<file path="src/rtl/cdb_rr_arbiter.sv">
// cdb_rr_arbiter: round-robin arbiter of NUM_REQ result producers onto NUM_CDB
// registered common-data-bus lanes.
//
// Each requester owns a one-entry holding slot (valid/ready handshake). Every
// cycle, starting at rr_ptr, the first NUM_CDB valid slots with a non-zero tag
// are granted to lanes 0..NUM_CDB-1 in scan order. Granted slots may reload on
// the same edge. Tag-0 slots are dropped one cycle after loading. squash
// flushes all slots and lanes.
//
// Ports:
//   clock, reset          rising-edge clock, asynchronous active-low reset
//   req_valid/tag/data    per-requester result (packed, requester i at slice i)
//   req_ready             slot i can accept this cycle
//   squash                synchronous flush of slots and lanes
//   cdb_valid/tag/data    registered broadcast lanes (lane k at slice k)
//   pending_count         number of occupied holding slots
module cdb_rr_arbiter #(
   parameter int unsigned NUM_REQ = 6,
   parameter int unsigned NUM_CDB = 2,
   parameter int unsigned TAG_W   = 6,
   parameter int unsigned DATA_W  = 32
) (
   input  logic                          clock,
   input  logic                          reset,
   input  logic [NUM_REQ-1:0]            req_valid,
   input  logic [NUM_REQ*TAG_W-1:0]      req_tag,
   input  logic [NUM_REQ*DATA_W-1:0]     req_data,
   output logic [NUM_REQ-1:0]            req_ready,
   input  logic                          squash,
   output logic [NUM_CDB-1:0]            cdb_valid,
   output logic [NUM_CDB*TAG_W-1:0]      cdb_tag,
   output logic [NUM_CDB*DATA_W-1:0]     cdb_data,
   output logic [$clog2(NUM_REQ+1)-1:0]  pending_count
);

   localparam int unsigned PTR_W = $clog2(NUM_REQ);
   localparam int unsigned CNT_W = $clog2(NUM_REQ + 1);

   if (NUM_REQ < 2 || NUM_CDB < 1 || NUM_CDB > NUM_REQ) begin : g_bad_params
      $error("cdb_rr_arbiter: need NUM_REQ >= 2 and 1 <= NUM_CDB <= NUM_REQ");
   end

   logic [NUM_REQ-1:0] hold_valid;
   logic [TAG_W-1:0]   hold_tag  [NUM_REQ];
   logic [DATA_W-1:0]  hold_data [NUM_REQ];
   logic [PTR_W-1:0]   rr_ptr;
   logic [PTR_W-1:0]   ptr_next;
   logic [NUM_REQ-1:0] live;
   logic [NUM_REQ-1:0] gnt;
   logic [PTR_W-1:0]   lane_sel  [NUM_CDB];
   logic [NUM_CDB-1:0] lane_used;

   // Only slots with a real destination take part in arbitration.
   always_comb begin
      live = '0;
      for (int i = 0; i < NUM_REQ; i++) begin
         live[i] = hold_valid[i] && (hold_tag[i] != '0);
      end
   end

   // Lane k takes the first live, not yet granted slot in rotated order, so
   // lower lanes always get earlier slots. The pointer follows the last grant.
   always_comb begin
      logic             found;
      logic [PTR_W:0]   sum;
      logic [PTR_W-1:0] idx;
      gnt       = '0;
      lane_used = '0;
      ptr_next  = rr_ptr;
      found     = 1'b0;
      sum       = '0;
      idx       = '0;
      for (int k = 0; k < NUM_CDB; k++) begin
         lane_sel[k] = '0;
      end
      for (int k = 0; k < NUM_CDB; k++) begin
         found = 1'b0;
         for (int j = 0; j < NUM_REQ; j++) begin
            sum = {1'b0, rr_ptr} + (PTR_W+1)'(j);
            if (sum >= (PTR_W+1)'(NUM_REQ)) begin
               sum = sum - (PTR_W+1)'(NUM_REQ);
            end
            idx = sum[PTR_W-1:0];
            if (!found && live[idx] && !gnt[idx]) begin
               found        = 1'b1;
               gnt[idx]     = 1'b1;
               lane_sel[k]  = idx;
               lane_used[k] = 1'b1;
               ptr_next     = (idx == PTR_W'(NUM_REQ - 1)) ? '0 : idx + 1'b1;
            end
         end
      end
   end

   // A granted slot frees this cycle, enabling back-to-back reloads.
   always_comb begin
      req_ready = '0;
      for (int i = 0; i < NUM_REQ; i++) begin
         req_ready[i] = !squash && (!hold_valid[i] || gnt[i]);
      end
   end

   always_comb begin
      pending_count = '0;
      for (int i = 0; i < NUM_REQ; i++) begin
         pending_count = pending_count + CNT_W'(hold_valid[i]);
      end
   end

   always_ff @(posedge clock or negedge reset) begin
      if (!reset) begin
         hold_valid <= '0;
         for (int i = 0; i < NUM_REQ; i++) begin
            hold_tag[i]  <= '0;
            hold_data[i] <= '0;
         end
         rr_ptr    <= '0;
         cdb_valid <= '0;
         cdb_tag   <= '0;
         cdb_data  <= '0;
      end else begin
         for (int i = 0; i < NUM_REQ; i++) begin
            if (squash) begin
               hold_valid[i] <= 1'b0;
            end else if (req_valid[i] && req_ready[i]) begin
               hold_valid[i] <= 1'b1;
               hold_tag[i]   <= req_tag[i*TAG_W +: TAG_W];
               hold_data[i]  <= req_data[i*DATA_W +: DATA_W];
            end else if (gnt[i] || (hold_valid[i] && hold_tag[i] == '0)) begin
               // Granted, or a tag-0 result that is dropped without a lane.
               hold_valid[i] <= 1'b0;
            end
         end
         for (int k = 0; k < NUM_CDB; k++) begin
            if (!squash && lane_used[k]) begin
               cdb_valid[k]                  <= 1'b1;
               cdb_tag[k*TAG_W +: TAG_W]     <= hold_tag[lane_sel[k]];
               cdb_data[k*DATA_W +: DATA_W]  <= hold_data[lane_sel[k]];
            end else begin
               cdb_valid[k]                  <= 1'b0;
               cdb_tag[k*TAG_W +: TAG_W]     <= '0;
               cdb_data[k*DATA_W +: DATA_W]  <= '0;
            end
         end
         if (!squash) begin
            rr_ptr <= ptr_next;
         end
      end
   end

endmodule

</file>
<file path="config.mk">
export PLATFORM = sky130hd
export DESIGN_NAME = cdb_rr_arbiter
export DESIGN_NICKNAME = d
export VERILOG_FILES = /design/src/rtl/cdb_rr_arbiter.sv
export SDC_FILE = /design/constraint.sdc
export NUM_CORES = 1
export LEC_CHECK = 0
export CORE_ASPECT_RATIO = 0.6
export CORE_MARGIN = 2
export CORE_UTILIZATION = 54
export DETAILED_ROUTE_END_ITERATION = 16
export PLACE_DENSITY = 0.82
export SLEW_MARGIN = 10
export SYNTH_ARGS = -nofsm -noshare
export SYNTH_HDL_FRONTEND = slang
export SYNTH_SLANG_ARGS = --single-unit
</file>
<file path="constraint.sdc">
create_clock -name clock -period 10.5 [get_ports clock]
set_input_delay 3.15 -clock clock [delete_from_list [all_inputs] [get_ports clock]]
set_output_delay 3.15 -clock clock [all_outputs]
set_load 0.005 [all_outputs]
</file>
==> impl_metrics.yaml, run 1 <==
sta:
  period_needed_ns: 10.13
  final.setup.tns_ns: 0
  post-route-period-util: 0.964
  fin_worst_skew_ns: 0.0403
  finalHoldViolations: 0
  setup_violations: 0
  fmax_ghz: 0.0988
  rsz0062_at_grt: "no"
  maxSlewHeadroom: 0.205
  slew_viol_final: 0
  tightest_slew_ns: 1.19
drt:
  ant_nets: 0
  wl_per_cell_um: 29.5
  num_vias: 16600
  drtIter0Drc: 1886
  routed_wl_um: 72100
  via_per_inst: 6.79
  route.detailed.drc: 0
  dr.pass1.iters: 6
placed_design:
  port_buffers: 323
  dp_hpwl_um: 51000
  place.gp.congestion: 1.07
critical_path:
  cp.arrival_ns: 6.98
  critPathMaxFanout: 20
  required_ns: 7.35
  crit_path_end_kind: "output port"
  worstSetupPathType: "flop to output port"
  crit_path_start_kind: "flop"
floorplanning:
  rows: 51
  fp.dieH_um: 145
  initial_core_util: 0.549
  fp.coreArea_mm2: 0.0325
  pin_count: 324
  die_w_um: 239
  die-area_mm2: 0.0345
clock_network:
  clockBufferDepth: 3
  htree_levels: 1
  cts_setup_buffers: 0
  tritoncts: "built"
  cts_buffers: 30
  path_clk_slew_ns: 0.07
  cts_resized: 0
  clk-insertion-delay-late_ns: 0.60
  hold_buffers: 0
  cts.sinks: 315
  cts_root_buf: "clkbuf_16"
hold_path:
  hold_class: "flop to flop"
synthesis:
  ys_ff_latch: 315
  synth_async_sr_flop_share: 1.00
  ys_types: 91
  synth-main-ff-cell: "dfrtp_1"
  synth_edf_count: 0
  ys_warn_count: 0
  yosys.area.top_type: "dfrtp_1"
  ys_seq_area_frac: 0.442
  synthCells: 1710
  syn_area_mm2: 0.0178
  avgSynthCellArea_um2: 10.4
  syn-num-nets: 1959
  synthTopCellsByArea: "dfrtp_1 44%, mux2_2 14%, nand2_1 5.1%"
  synth_top_area_frac: 0.442
cells_and_area:
  layout-drive-gt1-share: 0.193
  seq_area_mm2: 0.00788
  most-common-layout-cells: "322 x clkdlybuf4s50_1, 314 x dfrtp_1, 238 x nand2_1, 215 x mux2_2, 111 x nor2_1"
  fillerInstances: 2317
  final_nets: 2246
  area_delta_synth_final_pct: 26.9
  multiInputGateArea_mm2: 0.00933
  final_common_cell: "clkdlybuf4s50_1"
  antenna_cells: 0
run:
  maxCapViolCount: 0
global_route:
  grt_max_degree: 89
  grtUsageTotal: 0.411
  grt_pass1_wl_um: 105000
  overflow: 0
  grt_antenna_before_repair: 4
  grt_pass1_vias: 16300
run_status:
  status: "complete, no violations"
## layout make-up
type	count	area share
clock inverter	12	0.00675
sequential	315	0.349
multi-input combinational	1245	0.413
timing repair buffer	386	0.167
clock buffer	42	0.0387
tap	424	0.0235
inverter	19	0.00315
## state kept, by name, indices dropped and copies added, names as in the netlist
register / flops
hold_data: 192
cdb_data: 64
hold_tag: 36
cdb_tag: 12
hold_valid: 6
rr_ptr: 3
cdb_valid: 2
## stage by stage
stage,instance area [um^2],hold WS (ns),utilization,cells,setup WS (ns)
after detailed placement,21600,0.462,0.665,2389,1.18
after global routing,22600,0.496,0.696,2443,0.0102
after CTS,22600,0.470,0.696,2443,0.551
after global placement,21600,0.453,0.665,2389,1.28
after floorplan,17800,0.436,-,1710,2.18
final,22600,0.475,0.696,2443,0.375
## worst paths after layout
path | startpoint | endpoint | slack (ns) | depth (start not counted)
max | rr_ptr[2]$_DFFE_PN0P_ | req_ready[1] | 0.37 | 17
min | hold_valid[5]$_DFFE_PN0P_ | hold_valid[5]$_DFFE_PN0P_ | 0.48 | 1
max reg2reg | rr_ptr[2]$_DFFE_PN0P_ | cdb_data[33]$_DFF_PN0_ | 2.88 | 19
min reg2reg | hold_valid[5]$_DFFE_PN0P_ | hold_valid[5]$_DFFE_PN0P_ | 0.48 | 1
max in group asynchronous | reset | hold_data[106]$_DFFE_PN0P_ | 6.40 | 2
min in group asynchronous | reset | hold_data[2]$_DFFE_PN0P_ | 2.57 | 1
## synthesized netlist by cell type, types with 5 or more instances
master,instances
a311oi_1,41
nand2_1,240
o21ai_1,5
nor3_1,25
ha_1,9
a211oi_1,59
mux2_4,20
dfrtp_1,315
or3_1,7
nand3_1,19
clkbuf_1,75
and2_1,45
a21oi_1,39
a221oi_1,6
a31oi_1,45
mux2i_1,78
buf_1,12
o22ai_1,6
inv_1,18
nor2b_1,11
mux2_1,32
buf_4,5
buf_2,28
or2_2,9
buf_6,11
and3_1,6
mux2_2,215
o21ai_0,29
o21a_1,5
o221ai_1,41
a21o_1,7
nor2_1,111
o2111ai_1,5
o211ai_1,9
xnor2_1,5
o31ai_1,12
## logic make-up (layout without fill, tap and decap cells)
family,Yosys count,in the layout,synth area share
XOR/XNOR,8,8,0.00435
AO/OA/AOI/OAI,367,367,0.155
AND/OR/NAND/NOR,512,512,0.132
adder cells (fa/ha/maj),12,12,0.00969
buffers and inverters,150,459,0.0392
flip-flops,315,315,0.442
multiplexers,346,346,0.218
## worst max-delay path: stages (launching register included)
cell and delay [ns]:
dfrtp_1 0.71, ha_1 0.70, nor2_1 0.15, a21oi_1 0.28, o21ba_1 0.29, or3_1 0.42
a21oi_1 0.71, buf_4 0.28, o21ai_0 0.09, a211oi_1 0.50, nor2_1 0.18, and4_1 0.26
o31a_1 0.30, a41o_1 0.27, a221oi_1 0.40, and4_4 0.31, nor2_1 0.05, clkdlybuf4s50_1 0.48
## metal layers
layer	vias to the layer above	GRT usage	wire length (um)
met5	-	0	41
li1	6904	-	-
met2	1212	0.599	30300
met1	8253	0.576	29400
met4	6	0.154	3060
met3	223	0.127	9300
Power of run 1 is not shown: default switching activity piles up to over one toggle a cycle in this logic, so the estimate is an artifact.
==> inputs of run 2 (changes only) <==
- CTS_CLUSTER_SIZE: not set -> 25
==> results of run 2 <==
The final DEF is identical to that of run 1; final timing and power are the same.
Power of run 2 is left out for the same reason.
